[src/rtl/ghost_mover_pkg.sv]
// Shared definitions for the maze movers: direction codes, grid defaults and
// the mover FSM state type.
package ghost_mover_pkg;

    localparam int GRID_W     = 20;
    localparam int GRID_H     = 15;
    localparam int TUNNEL_ROW = 7;

    localparam logic [2:0] DIR_STOP  = 3'd0;
    localparam logic [2:0] DIR_RIGHT = 3'd1;
    localparam logic [2:0] DIR_LEFT  = 3'd2;
    localparam logic [2:0] DIR_UP    = 3'd3;
    localparam logic [2:0] DIR_DOWN  = 3'd4;

    typedef enum logic [1:0] {
        ST_IDLE  = 2'd0,
        ST_QUERY = 2'd1,
        ST_WAIT  = 2'd2,
        ST_DONE  = 2'd3
    } mover_state_t;

endpackage

[src/rtl/ghost_next_cell.sv]
// Combinational candidate-cell calculation for one grid step, including the
// tunnel-row horizontal wrap and off-grid detection.
module ghost_next_cell
    import ghost_mover_pkg::*;
#(
    parameter int GRID_W     = ghost_mover_pkg::GRID_W,
    parameter int GRID_H     = ghost_mover_pkg::GRID_H,
    parameter int X_W        = 5,
    parameter int Y_W        = 4,
    parameter int TUNNEL_ROW = ghost_mover_pkg::TUNNEL_ROW
) (
    input  logic [X_W-1:0] cur_x,
    input  logic [Y_W-1:0] cur_y,
    input  logic [2:0]     dir,
    output logic [X_W-1:0] cand_x,
    output logic [Y_W-1:0] cand_y,
    output logic           is_move,
    output logic           off_grid
);

    localparam logic [X_W-1:0] X_MAX = X_W'(GRID_W - 1);
    localparam logic [Y_W-1:0] Y_MAX = Y_W'(GRID_H - 1);
    localparam logic [Y_W-1:0] Y_TUN = Y_W'(TUNNEL_ROW);

    logic on_tunnel;
    assign on_tunnel = (cur_y == Y_TUN);

    always_comb begin
        cand_x   = cur_x;
        cand_y   = cur_y;
        is_move  = 1'b1;
        off_grid = 1'b0;
        case (dir)
            DIR_RIGHT: begin
                if (cur_x == X_MAX) begin
                    if (on_tunnel) cand_x = '0;
                    else           off_grid = 1'b1;
                end else begin
                    cand_x = cur_x + X_W'(1);
                end
            end
            DIR_LEFT: begin
                if (cur_x == '0) begin
                    if (on_tunnel) cand_x = X_MAX;
                    else           off_grid = 1'b1;
                end else begin
                    cand_x = cur_x - X_W'(1);
                end
            end
            DIR_UP: begin
                if (cur_y == '0) off_grid = 1'b1;
                else             cand_y = cur_y - Y_W'(1);
            end
            DIR_DOWN: begin
                if (cur_y == Y_MAX) off_grid = 1'b1;
                else                cand_y = cur_y + Y_W'(1);
            end
            default: is_move = 1'b0;
        endcase
    end

endmodule

[src/rtl/ghost_mover.sv]
// Ghost position owner: on each movement tick, checks the candidate cell
// against the wall map and commits or refuses the step.
module ghost_mover
    import ghost_mover_pkg::*;
#(
    parameter int GRID_W     = ghost_mover_pkg::GRID_W,
    parameter int GRID_H     = ghost_mover_pkg::GRID_H,
    parameter int X_W        = 5,
    parameter int Y_W        = 4,
    parameter int START_X    = 9,
    parameter int START_Y    = 7,
    parameter int TUNNEL_ROW = ghost_mover_pkg::TUNNEL_ROW
) (
    input  logic           clk,
    input  logic           reset_n,
    input  logic [2:0]     GhostDirection,
    input  logic           move_tick,
    output logic           map_rd,
    output logic [X_W-1:0] map_x,
    output logic [Y_W-1:0] map_y,
    input  logic           map_wall,
    output logic [X_W-1:0] ghost_x,
    output logic [Y_W-1:0] ghost_y,
    output logic [2:0]     ghost_dir,
    output logic           busy,
    output logic           step_done,
    output logic           step_blocked,
    output logic           overrun,
    output mover_state_t   dbg_state
);

    mover_state_t   state_q, state_d;
    logic [X_W-1:0] x_q, x_d, cand_x_q, cand_x_d;
    logic [Y_W-1:0] y_q, y_d, cand_y_q, cand_y_d;
    logic [2:0]     dir_q, dir_d, face_q, face_d;
    logic           map_rd_q, map_rd_d;
    logic           done_q, done_d;
    logic           blocked_q, blocked_d;
    logic           busy_q, busy_d;
    logic           overrun_q, overrun_d;

    logic [X_W-1:0] nc_x;
    logic [Y_W-1:0] nc_y;
    logic           nc_move, nc_off;

    ghost_next_cell #(
        .GRID_W     (GRID_W),
        .GRID_H     (GRID_H),
        .X_W        (X_W),
        .Y_W        (Y_W),
        .TUNNEL_ROW (TUNNEL_ROW)
    ) u_next_cell (
        .cur_x    (x_q),
        .cur_y    (y_q),
        .dir      (GhostDirection),
        .cand_x   (nc_x),
        .cand_y   (nc_y),
        .is_move  (nc_move),
        .off_grid (nc_off)
    );

    always_comb begin
        state_d   = state_q;
        x_d       = x_q;
        y_d       = y_q;
        cand_x_d  = cand_x_q;
        cand_y_d  = cand_y_q;
        dir_d     = dir_q;
        face_d    = face_q;
        map_rd_d  = 1'b0;
        done_d    = 1'b0;
        blocked_d = 1'b0;
        // A tick that lands while any step is in flight is lost for good.
        overrun_d = overrun_q | (move_tick && (state_q != ST_IDLE));
        case (state_q)
            ST_IDLE: begin
                if (move_tick) begin
                    dir_d = GhostDirection;
                    if (!nc_move || nc_off) begin
                        state_d   = ST_DONE;
                        done_d    = 1'b1;
                        blocked_d = nc_move;
                    end else begin
                        state_d  = ST_QUERY;
                        map_rd_d = 1'b1;
                        cand_x_d = nc_x;
                        cand_y_d = nc_y;
                    end
                end
            end
            ST_QUERY: state_d = ST_WAIT;
            ST_WAIT: begin
                state_d = ST_DONE;
                done_d  = 1'b1;
                if (map_wall) begin
                    blocked_d = 1'b1;
                end else begin
                    x_d    = cand_x_q;
                    y_d    = cand_y_q;
                    face_d = dir_q;
                end
            end
            ST_DONE: state_d = ST_IDLE;
            default: state_d = ST_IDLE;
        endcase
        busy_d = (state_d != ST_IDLE);
    end

    always_ff @(posedge clk or negedge reset_n) begin
        if (!reset_n) begin
            state_q   <= ST_IDLE;
            x_q       <= X_W'(START_X);
            y_q       <= Y_W'(START_Y);
            cand_x_q  <= '0;
            cand_y_q  <= '0;
            dir_q     <= DIR_STOP;
            face_q    <= DIR_RIGHT;
            map_rd_q  <= 1'b0;
            done_q    <= 1'b0;
            blocked_q <= 1'b0;
            busy_q    <= 1'b0;
            overrun_q <= 1'b0;
        end else begin
            state_q   <= state_d;
            x_q       <= x_d;
            y_q       <= y_d;
            cand_x_q  <= cand_x_d;
            cand_y_q  <= cand_y_d;
            dir_q     <= dir_d;
            face_q    <= face_d;
            map_rd_q  <= map_rd_d;
            done_q    <= done_d;
            blocked_q <= blocked_d;
            busy_q    <= busy_d;
            overrun_q <= overrun_d;
        end
    end

    assign map_rd       = map_rd_q;
    assign map_x        = cand_x_q;
    assign map_y        = cand_y_q;
    assign ghost_x      = x_q;
    assign ghost_y      = y_q;
    assign ghost_dir    = face_q;
    assign busy         = busy_q;
    assign step_done    = done_q;
    assign step_blocked = blocked_q;
    assign overrun      = overrun_q;
    assign dbg_state    = state_q;

endmodule

[config.mk]
export PLATFORM = sky130hd
export DESIGN_NAME = ghost_mover
export DESIGN_NICKNAME = d
export VERILOG_FILES = /design/src/rtl/ghost_mover_pkg.sv /design/src/rtl/ghost_next_cell.sv /design/src/rtl/ghost_mover.sv
export SDC_FILE = /design/constraint.sdc
export NUM_CORES = 1
export LEC_CHECK = 0
export ABC_AREA = 1
export BUFFER_PORTS_ARGS = -buffer_cell sky130_fd_sc_hd__buf_2
export CAP_MARGIN = 10
export CORE_MARGIN = 10
export CORE_UTILIZATION = 40
export DETAILED_ROUTE_END_ITERATION = 8
export SLEW_MARGIN = 20
export SYNTH_ARGS = -nofsm -noshare
export SYNTH_HDL_FRONTEND = slang
export SYNTH_SLANG_ARGS = --single-unit
[constraint.sdc]
create_clock -name clk -period 2.4 [get_ports clk]
set_input_delay 0.48 -clock clk [delete_from_list [all_inputs] [get_ports clk]]
set_output_delay 0.48 -clock clk [all_outputs]
set_load 0.01 [all_outputs]
==> results of run 1 <==
[worst min-delay path by stage]
stage          cells after the start    endpoint    start
6_report                           1  ghost_y[3]  reset_n
5_1_grt                            1    dir_q[1]  reset_n
4_1_cts                            1    dir_q[1]  reset_n
3_5_place_dp                       1     overrun  overrun
3_3_place_gp                       1     overrun  overrun
2_1_floorplan                      0        busy  reset_n
[through the flow]
step | setup slack [ns] | utilization | power, W | hold slack (ns)
2_1_floorplan | 0.641 | - | 0.00197 | 0.184
3_3_place_gp | 0.482 | 0.463 | 0.00243 | 0.465
3_5_place_dp | 0.465 | 0.463 | 0.00244 | 0.462
4_1_cts | 0.449 | 0.485 | 0.00295 | 0.266
5_1_grt | 0.236 | 0.485 | 0.00320 | 0.287
6_report | 0.447 | 0.485 | 0.00291 | 0.245
[critical path: stages, from the launching register on]
cell	delay (ns)
dfstp_2	0.58
inv_1	0.15
ha_1	0.25
nand3_1	0.14
nor2_1	0.07
nor2_2	0.12
inv_2	0.07
nor2_8	0.16
nand3_4	0.15
nand2_1	0.10
nand2_1	0.05
[cells by family after synthesis]
| group | synth area share |
|---|---|
| fa+ha+maj | 0.0578 |
| xor+xnor | 0.00899 |
| mux | 0.0231 |
| simple gates | 0.359 |
| flops | 0.402 |
| compound gates | 0.0700 |
| buf+inv | 0.0796 |
[flip-flops by register name (all words and copies together) (netlist names)]
register and count:
busy 1, dbg_state 2, dir_q 3, ghost_dir 3
ghost_x 5, ghost_y 4, map_rd 1, map_x 5
map_y 4, overrun 1, step_blocked 1, step_done 1
[cell usage in the layout (no fill, tap or decap), types with 3 or more instances in the layout]
master | synthesis | final
a21oi_1 | 11 | 11
inv_2 | 6 | 6
clkbuf_8 | 0 | 5
nand4_1 | 6 | 6
nand2_1 | 76 | 76
mux2_2 | 4 | 4
nand3_1 | 34 | 34
buf_2 | 1 | 34
nor2_2 | 3 | 3
o21ai_0 | 11 | 11
ha_1 | 9 | 9
o22ai_1 | 3 | 3
nand2_2 | 3 | 3
nor2_1 | 24 | 24
inv_1 | 29 | 29
dfrtp_1 | 25 | 25
dfstp_2 | 6 | 6
[layer usage]
metal  up-vias  global-route usage  routed length, um
met1       817               0.153               2300
met2        35               0.189               2270
met3         8              0.0333                201
met5         -                   0                  0
met4         0              0.0418                 82
li1        920                   -                  -
[cell usage after synthesis]
cell type  instances  area share
clkbuf_1           3      0.0058
o22ai_1            3      0.0096
dfrtp_1           25        0.32
ha_1               9       0.058
o21ai_0           11       0.028
inv_1             29       0.056
buf_4              1      0.0039
nand2_1           76        0.15
nor2_2             3      0.0096
dfstp_2            6       0.081
nor2_4             1      0.0058
nor2_8             1       0.010
a21oi_1           11       0.028
mux2_2             4       0.023
inv_2              6       0.012
xor2_1             2      0.0090
nor3_2             1      0.0051
nand3_1           34       0.087
o21bai_1           1      0.0039
nand3_4            1      0.0090
nor2_1            24       0.046
nand4_1            6       0.019
nand2_2            3      0.0096
nand3_2            2       0.010
buf_2              1      0.0026
[cell type report]
cell class,count,area (sq um),share of cell area
Multi-Input combinational cell,193,1010,0.442
Sequential cell,31,783,0.342
Timing Repair Buffer,35,178,0.0776
Inverter,35,131,0.0574
Tap cell,67,83.8,0.0366
Clock buffer,6,72.6,0.0317
Clock inverter,1,30.0,0.0131
[power groups by stage]
stage / Combinational (W) / Clock, W / Sequential [W]
final: 0.00135 / 0.000491 / 0.00106
after global routing: 0.00157 / 0.000524 / 0.00111
after CTS: 0.00138 / 0.000508 / 0.00107
after detailed placement: 0.00137 / 0 / 0.00108
after global placement: 0.00136 / 0 / 0.00107
after floorplan: 0.000888 / 0 / 0.00109
==> results.py, run 1 <==
metrics = {
    "run_status": {
        "run_status": "completed",
    },
    "placed_design": {
        "portBuffers": 34,
        "place_congestion": 0.859,
        "dp_cells": 361,
        "place_area_sq_mm": 0.00219,
        "dpl.hpwl_um": 3770,
    },
    "power_and_ir_drop": {
        "irDropWorstVdd_v": 0.000545,
        "p_int_w": 0.00163,
        "p_switching_w": 0.00127,
        "pwr-share-seq": 0.366,
        "leakagePower_nw": 1.26,
        "comb_power_share": 0.466,
        "clockPowerShare": 0.169,
        "swShare": 0.438,
        "power_density_mw_per_mm2": 1270,
    },
    "synthesis": {
        "synth_nets": 280,
        "avgSynthCellArea_sq_um": 7.38,
        "syn_area_sq_mm": 0.00195,
        "synth_cell_type_count": 25,
        "syn_inst": 264,
        "synth-seq-area-share": 0.402,
        "yosysWarnings": 0,
        "ys_ff_latch": 31,
    },
    "die": {
        "die_y_um": 89.8,
        "die_area_sq_mm": 0.00807,
        "initial_core_util": 0.413,
        "core_area_sq_mm": 0.00472,
        "rows": 25,
        "io_pins": 35,
        "die_w_um": 89.8,
    },
    "setup_path": {
        "path_class": "reg -> reg",
        "crit_start": "ghost_y[0]",
        "endpoint_kind": "flop",
        "r2r_slack_ns": 0.45,
        "rr_startpoint": "ghost_y[0]",
        "required_ns": 2.57,
        "critPathCapture": "map_y[3]",
        "ff2ff_path_depth": 10,
        "crit_fanout": 10,
        "crit_arrival_ns": 2.12,
        "startpoint_type": "flop",
        "r2r_end": "map_y[3]",
    },
    "clock_tree": {
        "cts_inserted_buffers": 5,
        "clkLatencyLatePin_ns": 0.28,
        "cts_max_path_buffers": 2,
        "cts_tree": "done",
        "cts_resized": 0,
        "cts_hold_buf": 0,
        "h-tree-depth": 2,
        "clk_pin_slew_ns": 0.06,
        "clkSinkCount": 31,
        "post-cts-setup-buffers": 0,
        "cts-root-buf": "clkbuf_8",
    },
    "sta": {
        "slew_violations": 0,
        "setup_viol": 0,
        "totalNegativeSetupSlack_ns": 0,
        "fmax_mhz": 512,
        "post-route-period-util": 0.814,
        "min_period_ns": 1.95,
        "worst_pin_slew_ns": 0.697,
        "hold_violations": 0,
        "rsz0062_at_grt": "no",
        "relSlewSlack": 0.535,
        "skew_ns": 0.00211,
    },
    "global_route": {
        "grt_antenna_before_repair": 0,
        "grt_start_max_net_pins": 32,
        "overflow": 0,
        "grt.total_usage": 0.120,
        "grt_pass1_wl_um": 8220,
        "grt_pass1_vias": 1688,
    },
    "route": {
        "drtAntennaViolNets": 0,
        "via_count": 1780,
        "via_per_inst": 4.84,
        "drc": 0,
        "drt_iter0_markers": 52,
        "wl_per_cell_um": 13.2,
        "totalWireLength_um": 4860,
        "dr.pass1.iters": 4,
    },
    "cells_and_area": {
        "areaGrowthSynthToFinish_pct": 17.5,
        "layout-drive-gt1-share": 0.229,
        "final_area_sq_mm": 0.00229,
        "finalNetCount": 317,
        "nFillCells": 487,
        "insertedDiodeCount": 0,
        "final_cells": 368,
    },
    "worst_hold_path": {
        "hold_path_class": "in -> async",
    },
    "flow_run": {
        "cap_violations": 0,
    },
}
Note: power is estimated with default switching activity, not from simulation.
==> inputs of run 2 (changes only) <==
==> constraint.sdc (replaced) <==
create_clock -name clk -period 2 [get_ports clk]
set_input_delay 0.4 -clock clk [delete_from_list [all_inputs] [get_ports clk]]
set_output_delay 0.4 -clock clk [all_outputs]
set_load 0.01 [all_outputs]
==> run 2 against run 1 <==
Critical path depth increased by 2. Worst setup slack got worse by 0.29 ns. Routed wire length grew 4.0%. Die area is the same. Flip-flop and latch count is the same. Clock power increased by 4%. Sequential power rose by 19%. Sequential share of layout area fell by 1.0 points. Highest routed layer unchanged.
==> results.py, run 2 (synthesis gave the netlist of run 1 again) <==
metrics = {
    "clock_tree": {
        "cts_tree": "done",
        "cts_max_path_buffers": 2,
        "h-tree-depth": 2,
        "clkSinkCount": 31,
        "cts_inserted_buffers": 5,
        "clk_pin_slew_ns": 0.06,
        "cts-root-buf": "clkbuf_8",
        "cts_hold_buf": 0,
        "clkLatencyLatePin_ns": 0.29,
    },
    "route": {
        "drc": 0,
        "totalWireLength_um": 5050,
        "via_count": 1841,
        "drt_iter0_markers": 80,
        "via_per_inst": 4.90,
        "dr.pass1.iters": 4,
        "drtAntennaViolNets": 0,
        "wl_per_cell_um": 13.4,
    },
    "sta": {
        "min_period_ns": 1.84,
        "post-route-period-util": 0.922,
        "relSlewSlack": 0.538,
        "totalNegativeSetupSlack_ns": 0,
        "hold_violations": 0,
        "rsz0062_at_grt": "yes",
        "setup_viol": 0,
        "worst_pin_slew_ns": 0.693,
        "skew_ns": 0.00363,
        "slew_violations": 0,
        "fmax_mhz": 542,
    },
    "cells_and_area": {
        "final_area_sq_mm": 0.00236,
        "layout-drive-gt1-share": 0.262,
        "areaGrowthSynthToFinish_pct": 21.0,
        "layout_commonest_cell": "nand2_1",
        "utilization": 0.499,
        "layout_common_cells": "nand2_1 (73), nand3_1 (34), buf_2 (34)",
        "insertedDiodeCount": 0,
        "finalNetCount": 324,
    },
    "global_route": {
        "grt_pass1_vias": 1800,
        "grt_start_max_net_pins": 32,
        "overflow": 0,
        "grt.total_usage": 0.121,
        "grt_antenna_before_repair": 0,
        "grt_pass1_wl_um": 8320,
    },
    "setup_path": {
        "crit_fanout": 7,
        "endpoint_kind": "flop",
        "r2r_slack_ns": 0.16,
        "ff2ff_path_depth": 12,
        "rr_startpoint": "ghost_x[0]",
        "startpoint_type": "flop",
        "required_ns": 2.23,
        "r2r_end": "map_x[3]",
        "path_class": "reg -> reg",
        "crit_arrival_ns": 2.07,
    },
    "die": {
        "core_area_sq_mm": 0.00472,
        "die_area_sq_mm": 0.00807,
        "rows": 25,
        "initial_core_util": 0.413,
        "die_w_um": 89.8,
        "io_pins": 35,
        "die_y_um": 89.8,
    },
    "placed_design": {
        "place_congestion": 0.882,
        "place_area_sq_mm": 0.00222,
        "portBuffers": 34,
        "dpl.hpwl_um": 3840,
    },
    "worst_hold_path": {
        "hold_path_class": "in -> async",
    },
    "power_and_ir_drop": {
        "power_density_mw_per_mm2": 1500,
        "swShare": 0.452,
        "comb_power_share": 0.499,
        "clockPowerShare": 0.144,
        "irDropWorstVdd_v": 0.000675,
        "p_int_w": 0.00194,
        "leakagePower_nw": 1.28,
        "pwr-share-seq": 0.357,
        "p_switching_w": 0.00160,
    },
    "run_status": {
        "run_status": "completed",
    },
    "flow_run": {
        "cap_violations": 0,
    },
}
run 2: cell count changes in the layout (fill, tap and decap cells not counted):
cell       delta
buf_4         +6
inv_2         +1
nor2_4        +2
clkinv_2      +1
nand3_4       +1
nand2_1       -3
nor2_2        -2
bufinv_16     -1
clkbuf_8      +1
nand2_2       +3
inv_1         -1
run 2: worst max-delay path: stages, from the launching register on:
cell	delay, ns
dfstp_2	0.56
inv_1	0.06
ha_1	0.21
inv_1	0.06
nor2_1	0.04
nand2_2	0.13
nand2_1	0.08
nand2_2	0.10
nor2_4	0.05
nor2_8	0.18
buf_4	0.15
nand4_1	0.07
nand2_1	0.09
run 2: routing by layer:
metal  global-route usage  routed length, um
met1                0.145               2330
met2                0.205               2420
met3               0.0366                256
met4               0.0337                 52
met5                    0                  0
run 2: worst max path at each step:
stage	cells past startpoint	slack (ns)	from	endpoint
2_1_floorplan	10	0.24	ghost_y[0]	map_x[0]
3_3_place_gp	10	0.14	ghost_y[0]	map_x[2]
3_5_place_dp	10	0.09	ghost_y[0]	map_y[3]
4_1_cts	10	0.08	ghost_y[0]	map_y[3]
5_1_grt	12	-0.02	ghost_x[0]	map_x[3]
6_report	12	0.16	ghost_x[0]	map_x[3]
run 2: cell type report:
| cell class | count | area [sq um] |
|---|---|---|
| Fill cell | 484 | 2360 |
| Multi-Input combinational cell | 194 | 1050 |
| Sequential cell | 31 | 783 |
| Timing Repair Buffer | 41 | 223 |
| Inverter | 35 | 131 |
| Clock buffer | 7 | 86.3 |
| Tap cell | 67 | 83.8 |
| Clock inverter | 1 | 5.00 |
run 2: timing repair:
item	in CTS	in global routing
endpoints found under the setup margin	0	12
resized for setup	0	7
setup buffers	0	2
run 2: per-stage QoR:
| step | setup WS [ns] | std cells | hold WS, ns | total power [W] |
|---|---|---|---|---|
| 2_1_floorplan | 0.241 | 264 | 0.104 | 0.00237 |
| 3_3_place_gp | 0.141 | 365 | 0.464 | 0.00301 |
| 3_5_place_dp | 0.0919 | 365 | 0.456 | 0.00301 |
| 4_1_cts | 0.0765 | 373 | 0.172 | 0.00354 |
| 5_1_grt | -0.0201 | 376 | 0.194 | 0.00389 |
| 6_report | 0.155 | 376 | 0.152 | 0.00354 |
run 2: power groups by stage:
stage,registers [W],logic [W],clock network (W)
6_report,0.00126,0.00177,0.000509
5_1_grt,0.00131,0.00202,0.000553
3_5_place_dp,0.00127,0.00175,0
3_3_place_gp,0.00127,0.00173,0
4_1_cts,0.00126,0.00176,0.000526
2_1_floorplan,0.00130,0.00107,0
